==> config.mk <==
export PLATFORM = sky130hd
export DESIGN_NAME = tl_txn_tracker
export DESIGN_NICKNAME = d
export VERILOG_FILES = /design/src/rtl/tl_tracker_pkg.sv /design/src/rtl/tl_tracker_slot.sv /design/src/rtl/tl_txn_tracker.sv
export SDC_FILE = /design/constraint.sdc
export NUM_CORES = 1
export LEC_CHECK = 0
export BUFFER_PORTS_ARGS = -buffer_cell sky130_fd_sc_hd__buf_2
export CAP_MARGIN = 20
export CORE_MARGIN = 1.5
export CORE_UTILIZATION = 24
export DETAILED_ROUTE_END_ITERATION = 8
export SLEW_MARGIN = 20
export SYNTH_ARGS = -nofsm -noshare
export SYNTH_HDL_FRONTEND = slang
export SYNTH_SLANG_ARGS = --single-unit
==> constraint.sdc <==
create_clock -name clock -period 6.8 [get_ports clock]
set_input_delay 0.34 -clock clock [delete_from_list [all_inputs] [get_ports clock]]
set_output_delay 0.34 -clock clock [all_outputs]
set_load 0.01 [all_outputs]
==> src/rtl/tl_tracker_pkg.sv <==
// Shared TileLink A/D opcodes, slot state/record types and the response-opcode legality check.
// Combinational helpers only; no latency. No flow control, used by a passive monitor.
// Slot address/timestamp fields are sized for the widest supported ADDR_W/TS_W (32).
package tl_tracker_pkg;

  localparam logic [2:0] A_PUT_FULL      = 3'd0;
  localparam logic [2:0] A_PUT_PARTIAL   = 3'd1;
  localparam logic [2:0] A_ARITHMETIC    = 3'd2;
  localparam logic [2:0] A_LOGICAL       = 3'd3;
  localparam logic [2:0] A_GET           = 3'd4;
  localparam logic [2:0] A_HINT          = 3'd5;
  localparam logic [2:0] A_ACQUIRE_BLOCK = 3'd6;
  localparam logic [2:0] A_ACQUIRE_PERM  = 3'd7;

  localparam logic [2:0] D_ACCESS_ACK      = 3'd0;
  localparam logic [2:0] D_ACCESS_ACK_DATA = 3'd1;
  localparam logic [2:0] D_HINT_ACK        = 3'd2;
  localparam logic [2:0] D_GRANT           = 3'd4;
  localparam logic [2:0] D_GRANT_DATA      = 3'd5;
  localparam logic [2:0] D_RELEASE_ACK     = 3'd6;

  localparam int unsigned SLOT_ADDR_W = 32;
  localparam int unsigned SLOT_TS_W   = 32;

  typedef enum logic [1:0] {
    IDLE     = 2'd0,
    BUSY     = 2'd1,
    TIMEDOUT = 2'd2
  } slot_state_e;

  typedef struct packed {
    slot_state_e            state;
    logic [2:0]             opcode;
    logic [SLOT_ADDR_W-1:0] address;
    logic [SLOT_TS_W-1:0]   ts_start;
  } slot_t;

  function automatic logic exp_d_ok(input logic [2:0] a_op, input logic [2:0] d_op);
    logic ok;
    case (a_op)
      A_PUT_FULL, A_PUT_PARTIAL:       ok = (d_op == D_ACCESS_ACK);
      A_ARITHMETIC, A_LOGICAL, A_GET:  ok = (d_op == D_ACCESS_ACK_DATA);
      A_HINT:                          ok = (d_op == D_HINT_ACK);
      default:                         ok = (d_op == D_GRANT) || (d_op == D_GRANT_DATA);
    endcase
    return ok;
  endfunction

endpackage

==> src/rtl/tl_tracker_slot.sv <==
// One per-source tracker slot: IDLE/BUSY/TIMEDOUT FSM plus captured opcode, address, start time.
// State updates on the fire edge; event outputs are combinational from the current fires.
// Passive: never stalls A or D, only observes fires.
import tl_tracker_pkg::*;

module tl_tracker_slot #(
  parameter int unsigned ADDR_W         = 32,
  parameter int unsigned TS_W           = 32,
  parameter int unsigned TIMEOUT_CYCLES = 10000
) (
  input  logic              clock,
  input  logic              reset,
  input  logic [TS_W-1:0]   ts_now,
  input  logic              a_fire,
  input  logic [2:0]        a_opcode,
  input  logic [ADDR_W-1:0] a_address,
  input  logic              d_fire,
  output slot_t             slot,
  output logic              retire,
  output logic              dup,
  output logic              orphan,
  output logic              timeout
);

  slot_t            slot_q, slot_d;
  logic             busy;
  logic [TS_W-1:0]  age;
  logic             tmo_hit;

  assign busy    = (slot_q.state != IDLE);
  assign age     = ts_now - slot_q.ts_start[TS_W-1:0];
  assign tmo_hit = (TIMEOUT_CYCLES != 0) && (age == TS_W'(TIMEOUT_CYCLES));

  always_comb begin
    slot_d  = slot_q;
    retire  = d_fire & busy;
    orphan  = d_fire & ~busy;
    dup     = a_fire & busy & ~d_fire;
    timeout = (slot_q.state == BUSY) & ~a_fire & ~d_fire & tmo_hit;
    // A allocates even when D retires the old entry (or is an orphan) in the same cycle.
    if (a_fire) begin
      slot_d.state    = BUSY;
      slot_d.opcode   = a_opcode;
      slot_d.address  = SLOT_ADDR_W'(a_address);
      slot_d.ts_start = SLOT_TS_W'(ts_now);
    end else if (retire) begin
      slot_d.state = IDLE;
    end else if (timeout) begin
      slot_d.state = TIMEDOUT;
    end
  end

  always_ff @(posedge clock or negedge reset) begin
    if (!reset) slot_q <= '0;
    else        slot_q <= slot_d;
  end

  assign slot = slot_q;

endmodule

==> src/rtl/tl_txn_tracker.sv <==
// Per-tile TileLink A/D tracker: matches D to A by source, reports latency, flags anomalies.
// cmp_* registered one cycle after D fire; error flags sticky. Define TL_TRACKER_LOG_EN for logI messages.
// Passive tap: never drives ready/valid, so it applies no backpressure.
import tl_tracker_pkg::*;

module tl_txn_tracker #(
  parameter int unsigned SRC_W          = 2,
  parameter int unsigned ADDR_W         = 32,
  parameter int unsigned TS_W           = 32,
  parameter int unsigned TIMEOUT_CYCLES = 10000
) (
  input  logic              clock,
  input  logic              reset,
  input  logic              a_valid,
  input  logic              a_ready,
  input  logic [2:0]        a_bits_opcode,
  input  logic [SRC_W-1:0]  a_bits_source,
  input  logic [ADDR_W-1:0] a_bits_address,
  input  logic              d_valid,
  input  logic              d_ready,
  input  logic [2:0]        d_bits_opcode,
  input  logic [SRC_W-1:0]  d_bits_source,
  input  logic              d_bits_denied,
  output logic              cmp_valid,
  output logic [SRC_W-1:0]  cmp_source,
  output logic [ADDR_W-1:0] cmp_address,
  output logic [TS_W-1:0]   cmp_latency,
  output logic              cmp_denied,
  output logic [SRC_W:0]    outstanding,
  output logic [TS_W-1:0]   max_latency,
  output logic [TS_W-1:0]   retired_cnt,
  output logic              err_dup,
  output logic              err_orphan,
  output logic              err_opcode,
  output logic              err_timeout
);

  localparam int unsigned NSLOT = 1 << SRC_W;

  logic              a_fire, d_track;
  slot_t             slots [NSLOT];
  logic [NSLOT-1:0]  retire_v, dup_v, orphan_v, timeout_v;
  slot_t             d_slot;
  logic              d_retire;
  logic [TS_W-1:0]   lat;

  logic [TS_W-1:0]   ts_q, ts_d;
  logic              cmp_valid_q, cmp_valid_d;
  logic [SRC_W-1:0]  cmp_source_q, cmp_source_d;
  logic [ADDR_W-1:0] cmp_address_q, cmp_address_d;
  logic [TS_W-1:0]   cmp_latency_q, cmp_latency_d;
  logic              cmp_denied_q, cmp_denied_d;
  logic [TS_W-1:0]   max_latency_q, max_latency_d;
  logic [TS_W-1:0]   retired_cnt_q, retired_cnt_d;
  logic              err_dup_q, err_dup_d;
  logic              err_orphan_q, err_orphan_d;
  logic              err_opcode_q, err_opcode_d;
  logic              err_timeout_q, err_timeout_d;
  logic [SRC_W:0]    busy_cnt;

  assign a_fire  = a_valid & a_ready;
  // ReleaseAck answers the C channel, so it never touches the A/D slots.
  assign d_track = d_valid & d_ready & (d_bits_opcode != D_RELEASE_ACK);

  for (genvar i = 0; i < NSLOT; i++) begin : g_slot
    tl_tracker_slot #(
      .ADDR_W         (ADDR_W),
      .TS_W           (TS_W),
      .TIMEOUT_CYCLES (TIMEOUT_CYCLES)
    ) u_slot (
      .clock     (clock),
      .reset     (reset),
      .ts_now    (ts_q),
      .a_fire    (a_fire && (a_bits_source == SRC_W'(i))),
      .a_opcode  (a_bits_opcode),
      .a_address (a_bits_address),
      .d_fire    (d_track && (d_bits_source == SRC_W'(i))),
      .slot      (slots[i]),
      .retire    (retire_v[i]),
      .dup       (dup_v[i]),
      .orphan    (orphan_v[i]),
      .timeout   (timeout_v[i])
    );
  end

  // At most one D fires per cycle, so the retiring slot is simply the D source.
  assign d_slot   = slots[d_bits_source];
  assign d_retire = |retire_v;
  assign lat      = ts_q - d_slot.ts_start[TS_W-1:0];

  always_comb begin
    busy_cnt = '0;
    for (int i = 0; i < NSLOT; i++) begin
      if (slots[i].state != IDLE) busy_cnt = busy_cnt + {{SRC_W{1'b0}}, 1'b1};
    end
  end

  always_comb begin
    ts_d          = ts_q + TS_W'(1);
    cmp_valid_d   = d_retire;
    cmp_source_d  = cmp_source_q;
    cmp_address_d = cmp_address_q;
    cmp_latency_d = cmp_latency_q;
    cmp_denied_d  = cmp_denied_q;
    max_latency_d = max_latency_q;
    retired_cnt_d = retired_cnt_q;
    if (d_retire) begin
      cmp_source_d  = d_bits_source;
      cmp_address_d = d_slot.address[ADDR_W-1:0];
      cmp_latency_d = lat;
      cmp_denied_d  = d_bits_denied;
      if (lat > max_latency_q) max_latency_d = lat;
      if (retired_cnt_q != {TS_W{1'b1}}) retired_cnt_d = retired_cnt_q + TS_W'(1);
    end
    err_dup_d     = err_dup_q | (|dup_v);
    err_orphan_d  = err_orphan_q | (|orphan_v);
    err_timeout_d = err_timeout_q | (|timeout_v);
    err_opcode_d  = err_opcode_q | (d_retire && !exp_d_ok(d_slot.opcode, d_bits_opcode));
  end

  always_ff @(posedge clock or negedge reset) begin
    if (!reset) begin
      ts_q          <= '0;
      cmp_valid_q   <= 1'b0;
      cmp_source_q  <= '0;
      cmp_address_q <= '0;
      cmp_latency_q <= '0;
      cmp_denied_q  <= 1'b0;
      max_latency_q <= '0;
      retired_cnt_q <= '0;
      err_dup_q     <= 1'b0;
      err_orphan_q  <= 1'b0;
      err_opcode_q  <= 1'b0;
      err_timeout_q <= 1'b0;
    end else begin
      ts_q          <= ts_d;
      cmp_valid_q   <= cmp_valid_d;
      cmp_source_q  <= cmp_source_d;
      cmp_address_q <= cmp_address_d;
      cmp_latency_q <= cmp_latency_d;
      cmp_denied_q  <= cmp_denied_d;
      max_latency_q <= max_latency_d;
      retired_cnt_q <= retired_cnt_d;
      err_dup_q     <= err_dup_d;
      err_orphan_q  <= err_orphan_d;
      err_opcode_q  <= err_opcode_d;
      err_timeout_q <= err_timeout_d;
    end
  end

  assign cmp_valid   = cmp_valid_q;
  assign cmp_source  = cmp_source_q;
  assign cmp_address = cmp_address_q;
  assign cmp_latency = cmp_latency_q;
  assign cmp_denied  = cmp_denied_q;
  assign outstanding = busy_cnt;
  assign max_latency = max_latency_q;
  assign retired_cnt = retired_cnt_q;
  assign err_dup     = err_dup_q;
  assign err_orphan  = err_orphan_q;
  assign err_opcode  = err_opcode_q;
  assign err_timeout = err_timeout_q;

`ifdef TL_TRACKER_LOG_EN
`ifndef logI
`define logI(msg) $display("[tl_txn_tracker] I: %s", msg)
`endif
  always_ff @(posedge clock) begin
    if (reset) begin
      if (d_retire)
        `logI($sformatf("retire src=%0d addr=0x%0h lat=%0d", d_bits_source, d_slot.address, lat));
      for (int i = 0; i < NSLOT; i++) begin
        if (dup_v[i])     `logI($sformatf("err dup src=%0d", i));
        if (orphan_v[i])  `logI($sformatf("err orphan src=%0d", i));
        if (timeout_v[i]) `logI($sformatf("err timeout src=%0d", i));
      end
      if (d_retire && !exp_d_ok(d_slot.opcode, d_bits_opcode))
        `logI($sformatf("err opcode src=%0d d_op=%0d", d_bits_source, d_bits_opcode));
    end
  end
`endif

endmodule

==> impl_metrics.tcl <==
set metrics [dict create \
    drc_errors 0 \
    p_seq_share_pct 37.5 \
    crit_chain "mux4_2 -> inv_1 -> ha_1 -> nor2b_1 -> o21a_1 -> o21ai_0 -> a21oi_1 -> a21oi_1 -> o21ai_0 -> o21ai_0 -> o21a_1 -> xnor2_1 -> ha_1 -> a21o_1 -> a21o_1 -> a21oi_1 -> o21ai_0 -> a21o_1 -> a211oi_1 -> a21oi_4 -> buf_16 -> mux2_2" \
    wl_met2_um 43350 \
    yosys.area.top_type "dfrtp_1" \
    clock_latency_ns 0.64 \
    num_vias 23850 \
    synth-async-reset-ratio_pct 100.0 \
    post_cts_buffers 0 \
    end_kind "register" \
    critPathMaxStageDelay_ns 0.67 \
    wl_met3_um 5187 \
    tns_ns 0 \
    synth_cell_type_count 99 \
    synth_nets 3247 \
    track_usage_pct 14.73 \
    fillers 12600 \
    start_util_pct 24.28 \
    fin_nets 3443 \
    cts_num_sinks 444 \
    ys_seq_area_share_pct 38.03 \
    rsz0062_at_grt "false" \
    slowest_stage "o21ai_0" \
    hp-class "in2reg" \
    synth_edf_count 0 \
    p_int_mw 6.164 \
    cts-root-buf "clkbuf_16" \
    p_comb_share_pct 32.4 \
    cts_tree "done" \
    layout_commonest_cell "dfrtp_1" \
    swShare_pct 34.16 \
    crit_required_ns 7.28 \
    grt_max_degree 161 \
    critPathMaxFanout 23 \
    drt-total-wl_um 93480 \
    grt_pass1_vias 23190 \
    max_freq_mhz 166.9 \
    p_leak_nw 15.69 \
    worst_pin_slew_ns 1.191 \
    stdcell_count 4846 \
    cp-start-kind "register" \
    status "finished, final reports clean" \
    dieWidth_um 351.9 \
    detail-route-antenna-nets 0 \
    via_per_inst 4.922 \
    arrival_ns 6.47 \
    num_rows 127 \
    wl_met1_um 42600 \
    drive_gt1_share_pct 21.31 \
    overflow 0 \
    powerDensity_mw_per_mm2 274.3 \
    ys_ff_latch 444 \
    ys_warn_count 0 \
    post_drt_wl_per_cell_um 19.29 \
    vdd_ir_drop_max_v 0.0002247 \
    power.total_mw 9.363 \
    die_area_mm2 0.1238 \
    drt_iter0_drc 1735 \
    synth_area_leaders "dfrtp_1 (38%), mux2_2 (9.8%), ha_1 (8.2%)" \
    cts_made_buffers 50 \
    finalWeightedCongestion 0.9488 \
    clk_pin_slew_ns 0.06 \
    grt_pass1_wl_um 142200 \
    io_buffer_count 187 \
    dr.pass1.iters 6 \
    syn_area_per_cell_um2 9.721 \
    die_height_um 351.9 \
    num_io_pins 188 \
    p_clk_share_pct 30.1 \
    max_slew_margin_pct 19.98 \
    cap_viol_max_count 0 \
    hold_viol 0 \
    fin_skew_ns 0.06655 \
    synth_top_area_share_pct 38.03 \
    place_inst 4723 \
    final_util_pct 28.37 \
    coreArea_mm2 0.1203 \
    path_class "reg2reg" \
    htree_num_levels 2 \
    post-dp-hpwl_um 71080 \
    finalSetupViolCount 0 \
    final_cell_mix "dfrtp_1 (444), nand2_1 (347), mux2_2 (255)" \
    netlist_instances 3005 \
    antenna_found_initial 4 \
    area_growth_pct 16.83 \
    slew_violations 0 \
    synthFlopType "dfrtp_1" \
    syn_area_mm2 0.02921 \
    ctsLongestPathBuffers 3 \
    highest_layer "met5" \
    p_switching_mw 3.199 \
    path_common_cell "o21ai_0" \
    finalCritPeriodShare_pct 88.11 \
    min_period_ns 5.992 \
]
-- metal layers --
| metal | up-vias | track usage (%) |
|---|---|---|
| met2 | 623 | 24.00 |
| met3 | 129 | 2.511 |
| met1 | 11850 | 20.13 |
| met5 | - | 0 |
| met4 | 6 | 3.695 |
| li1 | 11240 | - |
-- synth_stat cells (67+ instances only) --
master and instances:
xnor2_1 80, inv_1 248, mux4_2 67, nor2_1 143
mux2_2 255, ha_1 192, clkbuf_1 104, nand2_1 347
a21oi_1 159, o21ai_0 143, nor3_1 68, nand3_1 81
dfrtp_1 444
-- power by group through the flow --
stage	combinational, mW	clock [mW]	sequential [mW]
3_3_place_gp	2.97	0	3.54
2_1_floorplan	1.79	0	3.59
3_5_place_dp	3.01	0	3.56
5_1_grt	3.33	2.98	3.58
4_1_cts	3.04	2.89	3.52
6_report	3.03	2.82	3.51
-- critical path, delay by kind of cell (launching register included) --
kind / cells / cell delay (ns)
compound gates: 14 / 3.52
mux: 2 / 0.75
fa+ha+maj: 2 / 0.54
flops: 1 / 0.40
buf+inv: 2 / 0.34
xor+xnor: 1 / 0.19
simple gates: 1 / 0.13
-- stage by stage --
stage	area (um^2)	setup WS, ns	hold slack [ns]
4_1_cts	34100	0.6460	0.01041
6_report	34130	0.8083	0.04830
3_5_place_dp	32030	0.3225	0.4582
3_3_place_gp	32030	0.3793	0.4528
5_1_grt	34130	0.5190	0.03426
2_1_floorplan	29210	0.3408	0.04441
-- worst paths after layout --
| path | start | end | slack, ns | cells after the start |
|---|---|---|---|---|
| max | g_slot[1].u_slot.slot[1] | max_latency[8] | 0.81 | 22 |
| min | d_bits_opcode[1] | err_opcode | 0.05 | 3 |
| max reg2reg | g_slot[1].u_slot.slot[1] | max_latency[8] | 0.81 | 22 |
| min reg2reg | g_slot[3].u_slot.slot[36] | g_slot[3].u_slot.slot[36] | 0.47 | 2 |
| max in group asynchronous | reset | ts_q[5] | 4.93 | 3 |
| min in group asynchronous | reset | retired_cnt[12] | 0.37 | 2 |
-- kinds of logic (layout without fill, tap and decap cells) --
| family | count (synthesis) | count (layout) | synth area share, % |
|---|---|---|---|
| fa+ha+maj | 193 | 193 | 8.292 |
| simple gates | 889 | 889 | 14.70 |
| other cells | 0 | 1 | 0 |
| xor+xnor | 129 | 129 | 3.868 |
| buf+inv | 378 | 606 | 5.136 |
| compound gates | 625 | 625 | 14.12 |
| mux | 347 | 347 | 15.85 |
| flops | 444 | 444 | 38.03 |
-- repair_timing --
| action | in CTS | in global routing |
|---|---|---|
| hold buffers | 37 | 0 |
| endpoints found under the hold margin | 238 | 0 |
| gates resized for setup | 0 | 0 |
-- registers in the layout, indices dropped and copies added (netlist names) --
| name | count |
|---|---|
| cmp_address | 32 |
| cmp_denied | 1 |
| cmp_latency | 32 |
| cmp_source | 2 |
| cmp_valid | 1 |
| err_dup | 1 |
| err_opcode | 1 |
| err_orphan | 1 |
| err_timeout | 1 |
| g_slot.u_slot.slot | 276 |
| max_latency | 32 |
| retired_cnt | 32 |
| ts_q | 32 |
-- final cells by class --
cell class	count	area (um^2)	area share, %
Antenna cell	1	2.502	0.007332
Clock inverter	20	346.6	1.016
Multi-Input combinational cell	2183	16620	48.71
Timing Repair Buffer	274	1742	5.103
Clock buffer	64	1354	3.967
Sequential cell	444	11110	32.56
Tap cell	1612	2017	5.910
Inverter	248	932.1	2.731
Note: power is estimated with default switching activity, not from simulation.
